===== src/rtl/regfile_2r1w_sb.sv =====
// ============================================================================
// Module      : regfile_2r1w_sb
// Description : 2-read/1-write register file with a per-register busy
//               scoreboard, optional write-to-read forwarding and busy count.
// Revision    : 1.0 - initial release
// ============================================================================
`default_nettype none

module regfile_2r1w_sb #(
  parameter int DATA_W = 16,
  parameter int ADDR_W = 3,
  parameter int BYPASS = 1
) (
  input  logic              clk,
  input  logic              reset,
  input  logic [DATA_W-1:0] data_in,
  input  logic [ADDR_W-1:0] writenum,
  input  logic              write,
  input  logic [ADDR_W-1:0] readnum_a,
  input  logic [ADDR_W-1:0] readnum_b,
  output logic [DATA_W-1:0] data_out_a,
  output logic [DATA_W-1:0] data_out_b,
  input  logic              claim,
  input  logic [ADDR_W-1:0] claimnum,
  output logic              busy_a,
  output logic              busy_b,
  output logic [ADDR_W:0]   busy_count
);

  localparam int NREGS = 2 ** ADDR_W;

  logic [DATA_W-1:0] r_regs [NREGS];
  logic [NREGS-1:0]  r_busy;
  logic [NREGS-1:0]  w_busy_next;
  logic [ADDR_W:0]   r_busy_count;
  logic [ADDR_W:0]   w_busy_count_next;
  logic              w_fwd_en;
  logic              w_fwd_a;
  logic              w_fwd_b;
  logic              w_claim_a;
  logic              w_claim_b;

  // Claim is applied after the write-clear so a same-register claim wins.
  always_comb begin
    w_busy_next = r_busy;
    if (write) w_busy_next[writenum] = 1'b0;
    if (claim) w_busy_next[claimnum] = 1'b1;
  end

  always_comb begin
    w_busy_count_next = '0;
    for (int i = 0; i < NREGS; i++) begin
      w_busy_count_next = w_busy_count_next + {{ADDR_W{1'b0}}, w_busy_next[i]};
    end
  end

  always_ff @(posedge clk or posedge reset) begin
    if (reset) begin
      for (int i = 0; i < NREGS; i++) r_regs[i] <= '0;
      r_busy       <= '0;
      r_busy_count <= '0;
    end else begin
      if (write) r_regs[writenum] <= data_in;
      r_busy       <= w_busy_next;
      r_busy_count <= w_busy_count_next;
    end
  end

  // Forwarding is suppressed during reset so every output reads zero at once.
  generate
    if (BYPASS != 0) begin : g_bypass
      assign w_fwd_en = write & ~reset;
    end else begin : g_no_bypass
      assign w_fwd_en = 1'b0;
    end
  endgenerate

  assign w_fwd_a   = w_fwd_en & (writenum == readnum_a);
  assign w_fwd_b   = w_fwd_en & (writenum == readnum_b);
  assign w_claim_a = claim & (claimnum == readnum_a);
  assign w_claim_b = claim & (claimnum == readnum_b);

  assign data_out_a = w_fwd_a ? data_in : r_regs[readnum_a];
  assign data_out_b = w_fwd_b ? data_in : r_regs[readnum_b];
  assign busy_a     = (w_fwd_a & ~w_claim_a) ? 1'b0 : r_busy[readnum_a];
  assign busy_b     = (w_fwd_b & ~w_claim_b) ? 1'b0 : r_busy[readnum_b];
  assign busy_count = r_busy_count;

endmodule

`default_nettype wire


===== config.mk =====
export PLATFORM = sky130hd
export DESIGN_NAME = regfile_2r1w_sb
export DESIGN_NICKNAME = d
export VERILOG_FILES = /design/src/rtl/regfile_2r1w_sb.sv
export SDC_FILE = /design/constraint.sdc
export NUM_CORES = 1
export LEC_CHECK = 0
export ABC_AREA = 1
export CORE_ASPECT_RATIO = 1.75
export CORE_MARGIN = 2
export CORE_UTILIZATION = 45
export CTS_BUF_LIST = sky130_fd_sc_hd__clkbuf_16
export DETAILED_ROUTE_END_ITERATION = 16
export SLEW_MARGIN = 5
export SYNTH_ARGS = -nofsm -noshare
export SYNTH_HDL_FRONTEND = slang
export SYNTH_SLANG_ARGS = --single-unit

===== constraint.sdc =====
create_clock -name clk -period 18.6 [get_ports clk]
set_clock_uncertainty 0.15 [all_clocks]
set_input_delay 3.72 -clock clk [delete_from_list [all_inputs] [get_ports clk]]
set_output_delay 3.72 -clock clk [all_outputs]
set_load 0.01 [all_outputs]

== Yosys cells after proc, flatten, opt, wreduce, memory -nomap -nowiden ==
Index checks and enable logic that the tools add are counted.

* Magnitude comparators: 10
* Multiplexer cells: 23
* Bitwise operators: 16
* Eq/ne operators: 4
* $add $sub $neg: 7
* Reductions and logical operators: 3

{| class="wikitable"
|+ Operators by type and width
! operator !! number
|-
| 128-bit bitwise mux || 1
|-
| 16-bit two-way mux || 7
|-
| 16-bit binary-select mux with 3-bit select || 2
|-
| 16-bit demux with 3-bit select || 1
|-
| 4-bit by 1-bit adder with 4-bit output || 4
|-
| 3-bit by 4-bit less-than comparator with 1-bit output (second input constant) || 4
|-
| 8-bit two-way mux || 2
|-
| 3-bit equality test || 4
|-
| 4-bit >= comparator (second input constant) || 3
|-
| 3-bit inverter with 4-bit output || 3
|-
| 8-bit AND || 1
|-
| 8-bit inverter || 1
|-
| 8-bit bitwise OR || 1
|-
| 1-bit AND || 7
|-
| 1-bit binary-select mux with 3-bit select || 2
|-
| 1-bit demux with 3-bit select || 2
|-
| 3-bit by 1-bit >= comparator with 1-bit output (second input constant) || 2
|-
| 1-bit two-way mux || 6
|-
| 3-bit by 1-bit adder with 4-bit output || 1
|-
| 4-bit by 1-bit less-than comparator with 1-bit output (second input constant) || 1
|-
| 2-bit by 1-bit adder with 3-bit output || 1
|-
| 1-bit logical AND || 3
|-
| 1-bit inverter || 3
|-
| 1-bit by 1-bit adder with 2-bit output || 1
|}

* Logic and storage cells: 73
* Register bits: 140
* Output and inout bits: 38
* Input bits: 32

== Logic depth before layout (Yosys ltp) ==
* Depth in word-level cells: 16
* Depth in mapped cells: 14
* Gate-level depth less buffers: 13

== Worst setup path before layout ==
Ideal clock, no wire load.

* Kind: input -> output
* From: in reset
* To: out data_out_b[0]
* Setup slack: 7.262 ns
* Required time: 14.730 ns
* Path buffers: 1
* Arrival: 7.468 ns
* Stages on the path: 8
* Cell sequence: inv_1 -> nand2_1 -> nor2_1 -> nand2_1 -> nor2_4 -> buf_4 -> nand2_1 -> nand2_1

* Longest elaborated chain between the ends: 4

{| class="wikitable"
|+ RTL lines
! element !! line !! RTL
|-
| from (decl) || 15 || <nowiki>input logic reset,</nowiki>
|-
| 1-bit inverter || 72 || <nowiki>assign w_fwd_en = write & ~reset;</nowiki>
|-
| 1-bit AND || 72 ||
|-
| 1-bit AND || 79 || <nowiki>assign w_fwd_b = w_fwd_en & (writenum == readnum_b);</nowiki>
|-
| 16-bit two-way mux || 84 || <nowiki>assign data_out_b = w_fwd_b ? data_in : r_regs[readnum_b];</nowiki>
|-
| to (decl) || 22 || <nowiki>output logic [DATA_W-1:0] data_out_b,</nowiki>
|}

Every way passes these cells.

== Worst setup path after layout ==
* From: in readnum_b[1]
* To: out data_out_b[1]

* Longest elaborated chain between the ends: 5
* Elaborated cells on any way between the ends: 7
* Those cells by class: eq/ne: 1; mux: 4; bitwise: 2

{| class="wikitable"
|+ RTL lines
! element !! line !! RTL
|-
| from (decl) || 20 || <nowiki>input logic [ADDR_W-1:0] readnum_b,</nowiki>
|-
| 3-bit inverter with 4-bit output (implied by the code) || 84 ||
|-
| 16-bit binary-select mux with 3-bit select || 84 ||
|-
| 16-bit two-way mux (implied by the code) (2 in series) || 84 ||
|-
| 16-bit two-way mux * || 84 ||
|}

Every way passes the cells marked *; elsewhere a longest branch is shown, timed or not. The select of a mux whose other input is x is not followed.

==> results.sh <==
export IMPL_status="finished, final reports clean"
export IMPL_rrSetupSlack_ps=15310
export IMPL_rsz0062_at_grt="false"
export IMPL_ir_worst_vdd_uv=60.66
export IMPL_cts_hold_repair_buffers=0
export IMPL_pre_cts_ws_ps=8061
export IMPL_instances_no_fill=1606
export IMPL_vias=8625
export IMPL_clk_pin_slew_ps=60
export IMPL_period_share_pct=57.11
export IMPL_syn_nets=1381
export IMPL_cts_root_buf="clkbuf_16"
export IMPL_hpwl_mm=17.70
export IMPL_die_area_sq_um=20500
export IMPL_clkLatencyLatePin_ps=420
export IMPL_ant_nets=0
export IMPL_hold_path_class="register to register"
export IMPL_drtIter0Drc=652
export IMPL_finalSetupTns_ps=0
export IMPL_p_per_area_nw_per_um2=101.7
export IMPL_worstReg2RegEnd="busy_count[2]"
export IMPL_rows=67
export IMPL_clock_path_buffers=2
export IMPL_cp_max_fo=38
export IMPL_ys_warn_count=0
export IMPL_core_sq_um=19030
export IMPL_ys_seq_elements=140
export IMPL_critPathSlowestCell="inv_2"
export IMPL_path_common_cell="nand2_1"
export IMPL_cellLeakagePower_nw=5.061
export IMPL_syn_avg_cell_area_sq_um=6.480
export IMPL_worst_ep_arrival_time_ps=6750
export IMPL_ys_seq_area_share_pct=40.29
export IMPL_hold_viol_final=0
export IMPL_synthToLayoutAreaGrowth_pct=14.27
export IMPL_power_mw=1.010
export IMPL_grt_pass1_wl_mm=46.66
export IMPL_slew_viol_final=0
export IMPL_grt_overflow=0
export IMPL_drc=0
export IMPL_io_pins=70
export IMPL_critPathTopFamily="buffers and inverters"
export IMPL_rr_startpoint="r_busy[0]"
export IMPL_tightest_slew_ps=944.7
export IMPL_die_w_um=109.1
export IMPL_max_freq_mhz=94.14
export IMPL_antenna_found_initial=1
export IMPL_die_y_um=187.9
export IMPL_htree_levels=4
export IMPL_r2r_cells=11
export IMPL_nets=1391
export IMPL_cap_violations=0
export IMPL_cts_tree="yes"
export IMPL_postSynthCellCount=1342
export IMPL_gp_congestion=0.8577
export IMPL_stdcell_area_sq_um=9937
export IMPL_maxSlewHeadroom_pct=36.95
export IMPL_initial_core_util_pct=45.70
export IMPL_grt_max_degree=75
export IMPL_crit_chain="clkdlybuf4s50_1 -> buf_4 -> inv_2 -> nand2_1 -> nand2_1 -> nor2_1 -> nand2_1 -> nand3_1 -> nand2_1 -> clkdlybuf4s50_1"
export IMPL_critPathLaunchType="input pin"
export IMPL_cts_sinks=140
export IMPL_wl_mm=29.16
export IMPL_crit_path_end_kind="output port"
export IMPL_layout_common_cells="nand2_1 (516), nand3_1 (239), inv_1 (171)"
export IMPL_fin_ws_ps=7977
export IMPL_syn_cell_area_sq_um=8696
export IMPL_crit_path_start="readnum_b[1]"
export IMPL_grtUsageTotal_pct=30.23
export IMPL_io_buffers=69
export IMPL_crit_end="data_out_b[1]"
export IMPL_critPathKind="input pin to output port"
export IMPL_drtPass1Iterations=5
export IMPL_period_needed_ps=10620
export IMPL_hold_depth=2
export IMPL_setup_viol=0
export IMPL_post_cts_buffers=0
export IMPL_final_common_cell="nand2_1"
export IMPL_cts_resized=0
export IMPL_vias_per_cell=5.370
export IMPL_path_depth=10
export IMPL_drive_above_1_share_pct=4.472
export IMPL_netlist_cell_type_count=25
export IMPL_grt_pass1_vias=8594
export IMPL_placed_area_sq_um=9395
export IMPL_crit_required_ps=14730
export IMPL_path_buf_inv=4
export IMPL_dpl_cell_count=1574
export IMPL_post_drt_wl_per_cell_um=18.16
export IMPL_max_stage_delay_ps=520
export IMPL_cts_buffers=17
==> worst reg2reg max path: cells and delay by family, from the launching register on <==
kind,cells,cell delay [ps]
buf+inv,3,190
xor+xnor,1,130
fa+ha+maj,5,2090
simple gates,1,70
compound gates,1,150
flops,1,400
==> where the power goes <==
| part | switching, mW | internal (mW) | leakage, nW |
|---|---|---|---|
| sequential | 0.0229 | 0.369 | 1.72 |
| clock | 0.129 | 0.192 | 0.276 |
| combinational | 0.185 | 0.113 | 3.07 |
==> cells by family (layout without fill, tap and decap cells) <==
group	after synthesis	count (layout)	share of synthesized area (%)
buf+inv	272	294	12.52
other cells	0	1	0
compound gates	141	141	8.216
simple gates	780	780	37.42
flops	140	140	40.29
fa+ha+maj	7	7	1.353
xor+xnor	2	2	0.2015
==> layer usage <==
layer / share of wire [%] / vias up / track usage, %
met2: 49 / 349 / 50.43
met1: 39 / 4005 / 36.95
met3: 7.6 / 84 / 5.422
li1: - / 4187 / -
met5: 0 / - / 0
met4: 4.8 / 0 / 14.79
==> per-stage QoR <==
step	hold WS (ps)	utilization [%]
2_1_floorplan	303.0	-
3_3_place_gp	317.2	49.37
3_5_place_dp	322.6	49.37
4_1_cts	337.5	52.21
5_1_grt	354.0	52.22
6_report	336.0	52.22
==> Yosys cell counts (all sizes together) <==
library cell	n	area [sq um]
a22oi	2	15.01
nand2	517	1948
o21ai	136	680.7
fa	4	80.08
ha	3	37.54
xnor2	2	17.52
clkbuf	51	191.4
nor2	24	110.1
dfrtp	140	3503
a21oi	1	5.000
buf	44	229.0
a21boi	1	7.510
o22ai	1	6.260
clkinv	1	5.000
inv	176	663.1
nand3	239	1196
==> sequential cells by signal, indices dropped and copies added (netlist names) <==
name        count
r_regs        128
r_busy          8
busy_count      4
==> how the worst min path moves through the flow <==
stage	slack (ps)	from	to
6_report	340	r_regs[120]	r_regs[120]
5_1_grt	350	r_regs[105]	r_regs[105]
4_1_cts	340	r_regs[120]	r_regs[120]
3_5_place_dp	320	r_regs[120]	r_regs[120]
3_3_place_gp	320	r_regs[120]	r_regs[120]
2_1_floorplan	300	r_regs[100]	r_regs[100]
==> final cells by class <==
class | count | area [sq um]
Fill cell | 1933 | 9092
Multi-Input combinational cell | 930 | 4109
Sequential cell | 140 | 3503
Timing Repair Buffer | 86 | 808.3
Inverter | 177 | 673.1
Clock buffer | 17 | 425.4
Tap cell | 241 | 301.5
Clock inverter | 14 | 113.9
Antenna cell | 1 | 2.502
(Power assumes the default switching activity.)
